File: config.mk
export PLATFORM = sky130hd
export DESIGN_NAME = seq_div
export DESIGN_NICKNAME = d
export VERILOG_FILES = /design/src/rtl/seq_div.sv
export SDC_FILE = /design/constraint.sdc
export NUM_CORES = 1
export LEC_CHECK = 0
export ABC_CLOCK_PERIOD_IN_PS = 2009
export CORE_UTILIZATION = 52
export CTS_CLUSTER_SIZE = 8
export DETAILED_ROUTE_END_ITERATION = 6
export PLACE_DENSITY = 0.79
export SLEW_MARGIN = 10
export SYNTH_ARGS = -nofsm -noshare
export SYNTH_HDL_FRONTEND = slang
export SYNTH_SLANG_ARGS = --single-unit
File: constraint.sdc
create_clock -name clk -period 2.01 [get_ports clk]
set_input_delay 0.402 -clock clk [delete_from_list [all_inputs] [get_ports clk]]
set_output_delay 0.402 -clock clk [all_outputs]
set_load 0.02 [all_outputs]
File: src/rtl/seq_div.sv
// Iterative unsigned restoring divider: a DW-bit dividend divided by an (Nbits+1)-bit divisor,
// producing one quotient bit per clock behind a start/busy/done handshake.
module seq_div #(
  parameter  int unsigned Nbits = 5,
  localparam int unsigned DW    = 2 * Nbits + 2
) (
  input  logic            clk,
  input  logic            rst,
  input  logic            start,
  input  logic [DW-1:0]   dividend,
  input  logic [Nbits:0]  divisor,
  output logic            busy,
  output logic            done,
  output logic            div_by_zero,
  output logic [DW-1:0]   quotient,
  output logic [Nbits:0]  remainder
);

  localparam int unsigned CW = $clog2(DW);

  typedef enum logic [1:0] {StIdle, StRun, StDone} state_e;

  state_e          state_q, state_d;
  logic [CW-1:0]   cnt_q, cnt_d;
  logic [Nbits:0]  rem_q, rem_d;
  logic [DW-1:0]   wq_q, wq_d;
  logic [Nbits:0]  dvs_q, dvs_d;
  logic            zero_q, zero_d;
  logic            busy_q, busy_d;
  logic            done_q, done_d;
  logic            dbz_q, dbz_d;
  logic [DW-1:0]   quot_q, quot_d;
  logic [Nbits:0]  remd_q, remd_d;

  logic [Nbits+1:0] trial;
  logic [Nbits:0]   diff;
  logic             ge;
  logic [Nbits:0]   step_rem;
  logic [DW-1:0]    step_q;

  // Trial is one bit wider than the divisor so the compare cannot overflow; when it succeeds the
  // difference is below the divisor, so the low Nbits+1 bits of the subtraction are exact.
  always_comb begin
    trial    = {rem_q, wq_q[DW-1]};
    ge       = trial >= {1'b0, dvs_q};
    diff     = trial[Nbits:0] - dvs_q;
    step_rem = ge ? diff : trial[Nbits:0];
    step_q   = {wq_q[DW-2:0], ge};
  end

  always_comb begin
    state_d = state_q;
    cnt_d   = cnt_q;
    rem_d   = rem_q;
    wq_d    = wq_q;
    dvs_d   = dvs_q;
    zero_d  = zero_q;
    busy_d  = busy_q;
    done_d  = 1'b0;
    dbz_d   = dbz_q;
    quot_d  = quot_q;
    remd_d  = remd_q;
    case (state_q)
      StIdle, StDone: begin
        if (start) begin
          dvs_d   = divisor;
          rem_d   = '0;
          wq_d    = dividend;
          cnt_d   = CW'(DW - 1);
          zero_d  = (divisor == '0);
          busy_d  = 1'b1;
          dbz_d   = 1'b0;
          state_d = StRun;
        end else begin
          state_d = StIdle;
        end
      end
      StRun: begin
        if (zero_q) begin
          quot_d  = '1;
          remd_d  = '0;
          dbz_d   = 1'b1;
          done_d  = 1'b1;
          busy_d  = 1'b0;
          state_d = StDone;
        end else begin
          rem_d = step_rem;
          wq_d  = step_q;
          cnt_d = cnt_q - 1'b1;
          if (cnt_q == '0) begin
            quot_d  = step_q;
            remd_d  = step_rem;
            done_d  = 1'b1;
            busy_d  = 1'b0;
            state_d = StDone;
          end
        end
      end
      default: state_d = StIdle;
    endcase
  end

  always_ff @(posedge clk or posedge rst) begin
    if (rst) begin
      state_q <= StIdle;
      cnt_q   <= '0;
      rem_q   <= '0;
      wq_q    <= '0;
      dvs_q   <= '0;
      zero_q  <= 1'b0;
      busy_q  <= 1'b0;
      done_q  <= 1'b0;
      dbz_q   <= 1'b0;
      quot_q  <= '0;
      remd_q  <= '0;
    end else begin
      state_q <= state_d;
      cnt_q   <= cnt_d;
      rem_q   <= rem_d;
      wq_q    <= wq_d;
      dvs_q   <= dvs_d;
      zero_q  <= zero_d;
      busy_q  <= busy_d;
      done_q  <= done_d;
      dbz_q   <= dbz_d;
      quot_q  <= quot_d;
      remd_q  <= remd_d;
    end
  end

  assign busy        = busy_q;
  assign done        = done_q;
  assign div_by_zero = dbz_q;
  assign quotient    = quot_q;
  assign remainder   = remd_q;

endmodule
Word level (Yosys, flattened, before mapping) --
Index checks and enable logic that the tools add are counted.
Cells by class: $add $sub $neg 2, order comparisons 1, eq/ne operators 6, muxes and demuxes 28, reduce and logical (&&, ||, !) cells 11
Operators with widths (number):
- $mux W12 | 4
- $mux W6 | 5
- $pmux W12 S2 | 1
- $pmux W6 S2 | 1
- $mux W1 | 9
- $reduce_and A3 Y1 | 3
- $mux W4 | 2
- $pmux W4 S2 | 1
- $ge A7 B6 Y1 | 1
- $logic_not A6 Y1 | 1
- $ne A2 B2 Y1 const B | 3
- $sub A6 B6 Y6 | 1
- $logic_not A4 Y1 | 1
- $mux W2 | 2
- $pmux W1 S2 | 2
- $pmux W2 S2 | 1
- $reduce_and A2 Y1 | 2
- $reduce_bool A2 Y1 | 2
- $sub A4 B1 Y4 const B | 1
- $ne A3 B3 Y1 const B | 1
- $eq A2 B1 Y1 const B | 1
- $eq A2 B2 Y1 const B | 1
- $logic_not A2 Y1 | 1
- $reduce_or A2 Y1 | 1
Storage, ports and cells: register bits after elaboration 52, output and inout port bits 21, word-level logic and storage cells 59

Logic depth before layout (Yosys ltp) --
word-level depth 4, mapped depth 9

Worst setup path before layout --
OpenSTA, ideal clock, no wires.
kind register -> register, start point register rem_q[1], end point register rem_q[0], library setup time 0.075 ns, arrival 1.766 ns, data required time 1.935 ns, path slack 0.169 ns, cell stages (with the launch flop) 7, buffers on the path 0, period minus slack after synthesis 1.841 ns, cell sequence dfrtp_1 -> ha_1 -> a21o_1 -> a31oi_2 -> o221ai_4 -> mux2_4 -> o21ai_2
On the way: cells in the longest elaborated chain, start to end 4
Ends and longest elaborated chain:
- from (decl) | RTL line 25 | logic [Nbits:0] rem_q, rem_d;
- from (signal assigned) | RTL line 119 | rem_q <= rem_d;
- $ge A7 B6 Y1 | RTL line 45 | ge = trial >= {1'b0, dvs_q};
- $mux W6 | RTL line 47 | step_rem = ge ? diff : trial[Nbits:0];
- $mux W6 | RTL line 79 | if (zero_q) begin
- $pmux W6 S2 | RTL line 63 | case (state_q)
No other way between the ends. The select of a mux whose other input is x is not followed. A chain may end at the register's enable or synchronous reset.

Worst setup path in the final report --
start point register rem_q[1], end point register remd_q[5], in the netlist remainder[5]
On the way: cells in the longest elaborated chain, start to end 4, elaborated cells on any way between the ends 5
Ends and longest elaborated chain:
- $sub A6 B6 Y6 / $ge A7 B6 Y1 (equally long branches) | RTL line 46, 45
- $mux W6 (*) | RTL line 47
- $mux W6 (*) | RTL line 90 | if (cnt_q == '0) begin
- $mux W6 (*) | RTL line 79
- to (signal assigned) | RTL line 127 | remd_q <= remd_d;
- to (decl) | RTL line 33 | logic [Nbits:0] remd_q, remd_d;
Every way passes the cells marked *; elsewhere a longest branch is shown, timed or not. The select of a mux whose other input is x is not followed.

==> key figures <==
Setup path
  – Crit. End Element: flip-flop
  – WS Path Type: reg2reg
  – Critical Path Fanout Max: 8
  – CP Cell Sequence: ha_4, a21o_1, a31oi_4, o221ai_4, mux2i_2, o21ai_1
  – Worst reg2reg setup slack: 0.02 ns
  – Reg2reg start: rem_q[1]
  – Worst r2r dst: remainder[5]
  – CP required: 2.20 ns
  – Worst EP arrival: 2.18 ns
  – CP startpoint kind: flip-flop
  – CP peak stage delay: 0.45 ns
  – R2R cell count: 6
  – Crit-path slowest cell: dfrtp_2

Cells and area
  – Final #Nets: 322
  – Fillcell total: 311
  – Final Instance Area: 3150 µm²
  – Layout area overhead: 30.0%
  – Layout cells sized above 1: 15.4%
  – Final Util: 71.4%
  – N_diodes: 0
  – Fin cells: 344

Clock tree
  – Num CTS Buffers: 5
  – TritonCTS clock tree: done
  – Post-CTS Hold Buffers: 0
  – Root buf cell: clkbuf_8
  – Clk slew on worst S/H paths: 0.10 ns
  – Worst-Skew Late Latency: 0.31 ns
  – Clock Tree Buf Depth: 2
  – Htree depth: 2
  – CTS sink count: 52

Logic synthesis
  – Post-synthesis mux area share: 2.68%
  – Syn nets: 267
  – Synth area leaders: dfrtp_1 (54%), nand2_1 (6.7%), ha_1 (4.6%)
  – Yosys warnings: 0
  – Largest family of logic cells by synthesized area: compound AO/OA/AOI/OAI gates
  – Synth top cells by count: dfrtp_1 (52), nand2_1 (43), nor2_1 (15)
  – Area leader, netlist: dfrtp_1
  – Netlist cell types: 41
  – Synth Area in XOR/XNOR: 1.81%
  – Compound-Gate Fraction of Synth Area: 17.9%
  – Top_reg_cell synth: dfrtp_1
  – Mapped cell area: 2420 µm²
  – Ys async rst share: 100%
  – Post-synth EDFFs: 0
  – Cell with the most instances after synthesis: dfrtp_1
  – Synth Area in Simple Gates: 14.8%
  – Syn_area_per_cell: 10.3 µm²
  – Flop and latch count out of synthesis: 52
  – Area share of the largest cell type after synthesis: 53.7%
  – Cells after synthesis: 236
  – Sequential share of the synthesized area: 53.7%
  – Adder-cell share of the synthesized area: 5.47%

Timing
  – RSZ-0062 raised after global routing: true
  – Fin crit share: 99.0%
  – Worst setup margin: 0.0206 ns
  – Slew Viols, Final: 0
  – # setup viols final: 0
  – Layout Skew: 0.00835 ns
  – Minimum clock period: 1.99 ns
  – Final Hold Viols: 0
  – Setup TNS: 0 ns
  – Worst slew margin: 65.5%
  – Worst-margin pin slew: 0.517 ns
  – Max Clk Rate: 0.503 GHz

Drt
  – Detailed Route Iter0 Violations: 160
  – Routed WL: 5300 µm
  – Drt drc: 0
  – Via count: 1,918
  – DRT Pass-1 Iters: 4
  – Average wire per standard cell: 15.4 µm
  – Number of vias per cell: 5.58
  – Final ANT Viol Nets: 0

Hold path
  – Hold crit path type: in2async

Die
  – Die area: 4940 µm²
  – # IOs: 42
  – Die width: 70.3 µm
  – Num rows: 24
  – Initial core utilization: 54.9%
  – DIE HEIGHT: 70.3 µm
  – CORE AREA: 4410 µm²

Global route
  – Number of global-route vias before repair: 1,836
  – Gr busiest metal: met2
  – Global route total overflow: 0
  – Initial antenna violation count: 0
  – Largest net degree at the start of global routing: 53
  – Met2 Track Usage GR: 36.5%
  – Grt met3 use: 4.62%
  – Gr usage total: 22.8%
  – First-pass GRT wire length: 8830 µm
  – Global Route met1 Usage: 31.5%

Placed design
  – Dpl ws: -0.0571 ns
  – Hpwl dp: 3680 µm
  – GPL Wtd Cong: 0.804
  – Area after DPL: 2980 µm²
  – Placed cells: 333
  – Port-buffer cells: 41

Power and ir drop
  – Power Density: 1920 nW/µm²
  – Sw frac: 41.9%
  – Switch Pwr: 2540 µW
  – Proportion of power drawn by the clock network: 10.4%
  – Static Leak: 0.00138 µW
  – Max VDD drop: 0.000991 V
  – Power share of the combinational group: 58.5%
  – Internal power: 3510 µW
  – Seq pwr share: 31.1%

Job
  – Max Cap Viol: 0

Outcome
  – Outcome: finished, final reports clean
## worst max path at each step
| stage | startpoint | endpoint | slack (ns) | cells past startpoint |
|---|---|---|---|---|
| 2_1_floorplan | rem_q[1] | rem_q[0] | 0.17 | 6 |
| 3_3_place_gp | rem_q[1] | rem_q[2] | -0.05 | 6 |
| 3_5_place_dp | rem_q[1] | rem_q[2] | -0.06 | 6 |
| 4_1_cts | dvs_q[2] | rem_q[0] | 0.008 | 7 |
| 5_1_grt | rem_q[1] | remainder[5] | -0.09 | 6 |
| 6_report | rem_q[1] | remainder[5] | 0.02 | 6 |
## state kept, by name, indices dropped and copies added (netlist names)
register and cells:
busy 1, cnt_q 4, div_by_zero 1, done 1
dvs_q 6, quotient 12, rem_q 6, remainder 6
state_q 2, wq_q 12, zero_q 1
## power by group through the flow
stage                     logic, µW  clock network, µW  registers (µW)
after floorplan                1990                  0            2030
after global routing           3870                686            1950
final                          3540                630            1880
after CTS                      3290                643            1860
after global placement         3130                  0            1860
after detailed placement       3170                  0            1890
## area by class of cell
class	instances	area (µm²)	share of cell area, %
flip-flops and latches	52	1300	41.3
multi-input cells	161	1090	34.5
repair buffers	58	551	17.5
clock buffers	5	68.8	2.18
well taps	52	65.1	2.06
inverters	13	48.8	1.55
clock inverters	3	27.5	0.873
## kinds of logic (layout without fill, tap and decap cells)
kind of cell / Yosys count / in the layout
AO/OA/AOI/OAI: 60 / 60
XOR/XNOR: 5 / 5
multiplexers: 6 / 6
adder cells (fa/ha/maj): 10 / 10
flip-flops: 52 / 52
buffers and inverters: 23 / 79
AND/OR/NAND/NOR: 80 / 80
## critical path, delay by kind of cell (launching register included)
kind | cells | cell delay, ns
multiplexers | 1 | 0.35
flip-flops | 1 | 0.45
AO/OA/AOI/OAI | 4 | 0.74
adder cells (fa/ha/maj) | 1 | 0.32
## metal layers
| layer | up-vias | wire [µm] | part of all wire (%) |
|---|---|---|---|
| li1 | 928 | - | - |
| met1 | 942 | 2410 | 45 |
| met2 | 43 | 2630 | 50 |
| met3 | 5 | 217 | 4.1 |
| met4 | 0 | 48 | 0.91 |
| met5 | - | 0 | 0 |
## repair_timing
item | CTS | global route
resized for setup | 2 | 10
pin swaps | 1 | 4
endpoints found under the hold margin | 0 | 0
gates cloned | 0 | 0
buffers inserted | 2 | 1
endpoints found under the setup margin | 6 | 10
## placed cells by master (no fill, tap or decap), drive strengths merged, types with 2 or more instances in the layout
cell type,n
dfrtp,52
nand2,43
clkdlybuf4s50,41
o21ai,21
buf,17
nor2,17
inv,14
o22a,12
a31oi,10
ha,9
nand3,6
clkbuf,5
nand2b,5
mux2i,5
a21oi,3
nor2b,3
xnor2,3
a22oi,3
nor3b,2
a21o,2
xor2,2
o21a,2
## stage by stage
| stage | total power, µW | hold slack (ns) |
|---|---|---|
| finish | 6050 | 0.438 |
| global route | 6500 | 0.465 |
| CTS | 5790 | 0.454 |
| detailed placement | 5060 | 0.476 |
| global placement | 4990 | 0.461 |
| floorplan | 4020 | 0.462 |
Note: power is estimated with default switching activity, not from simulation.
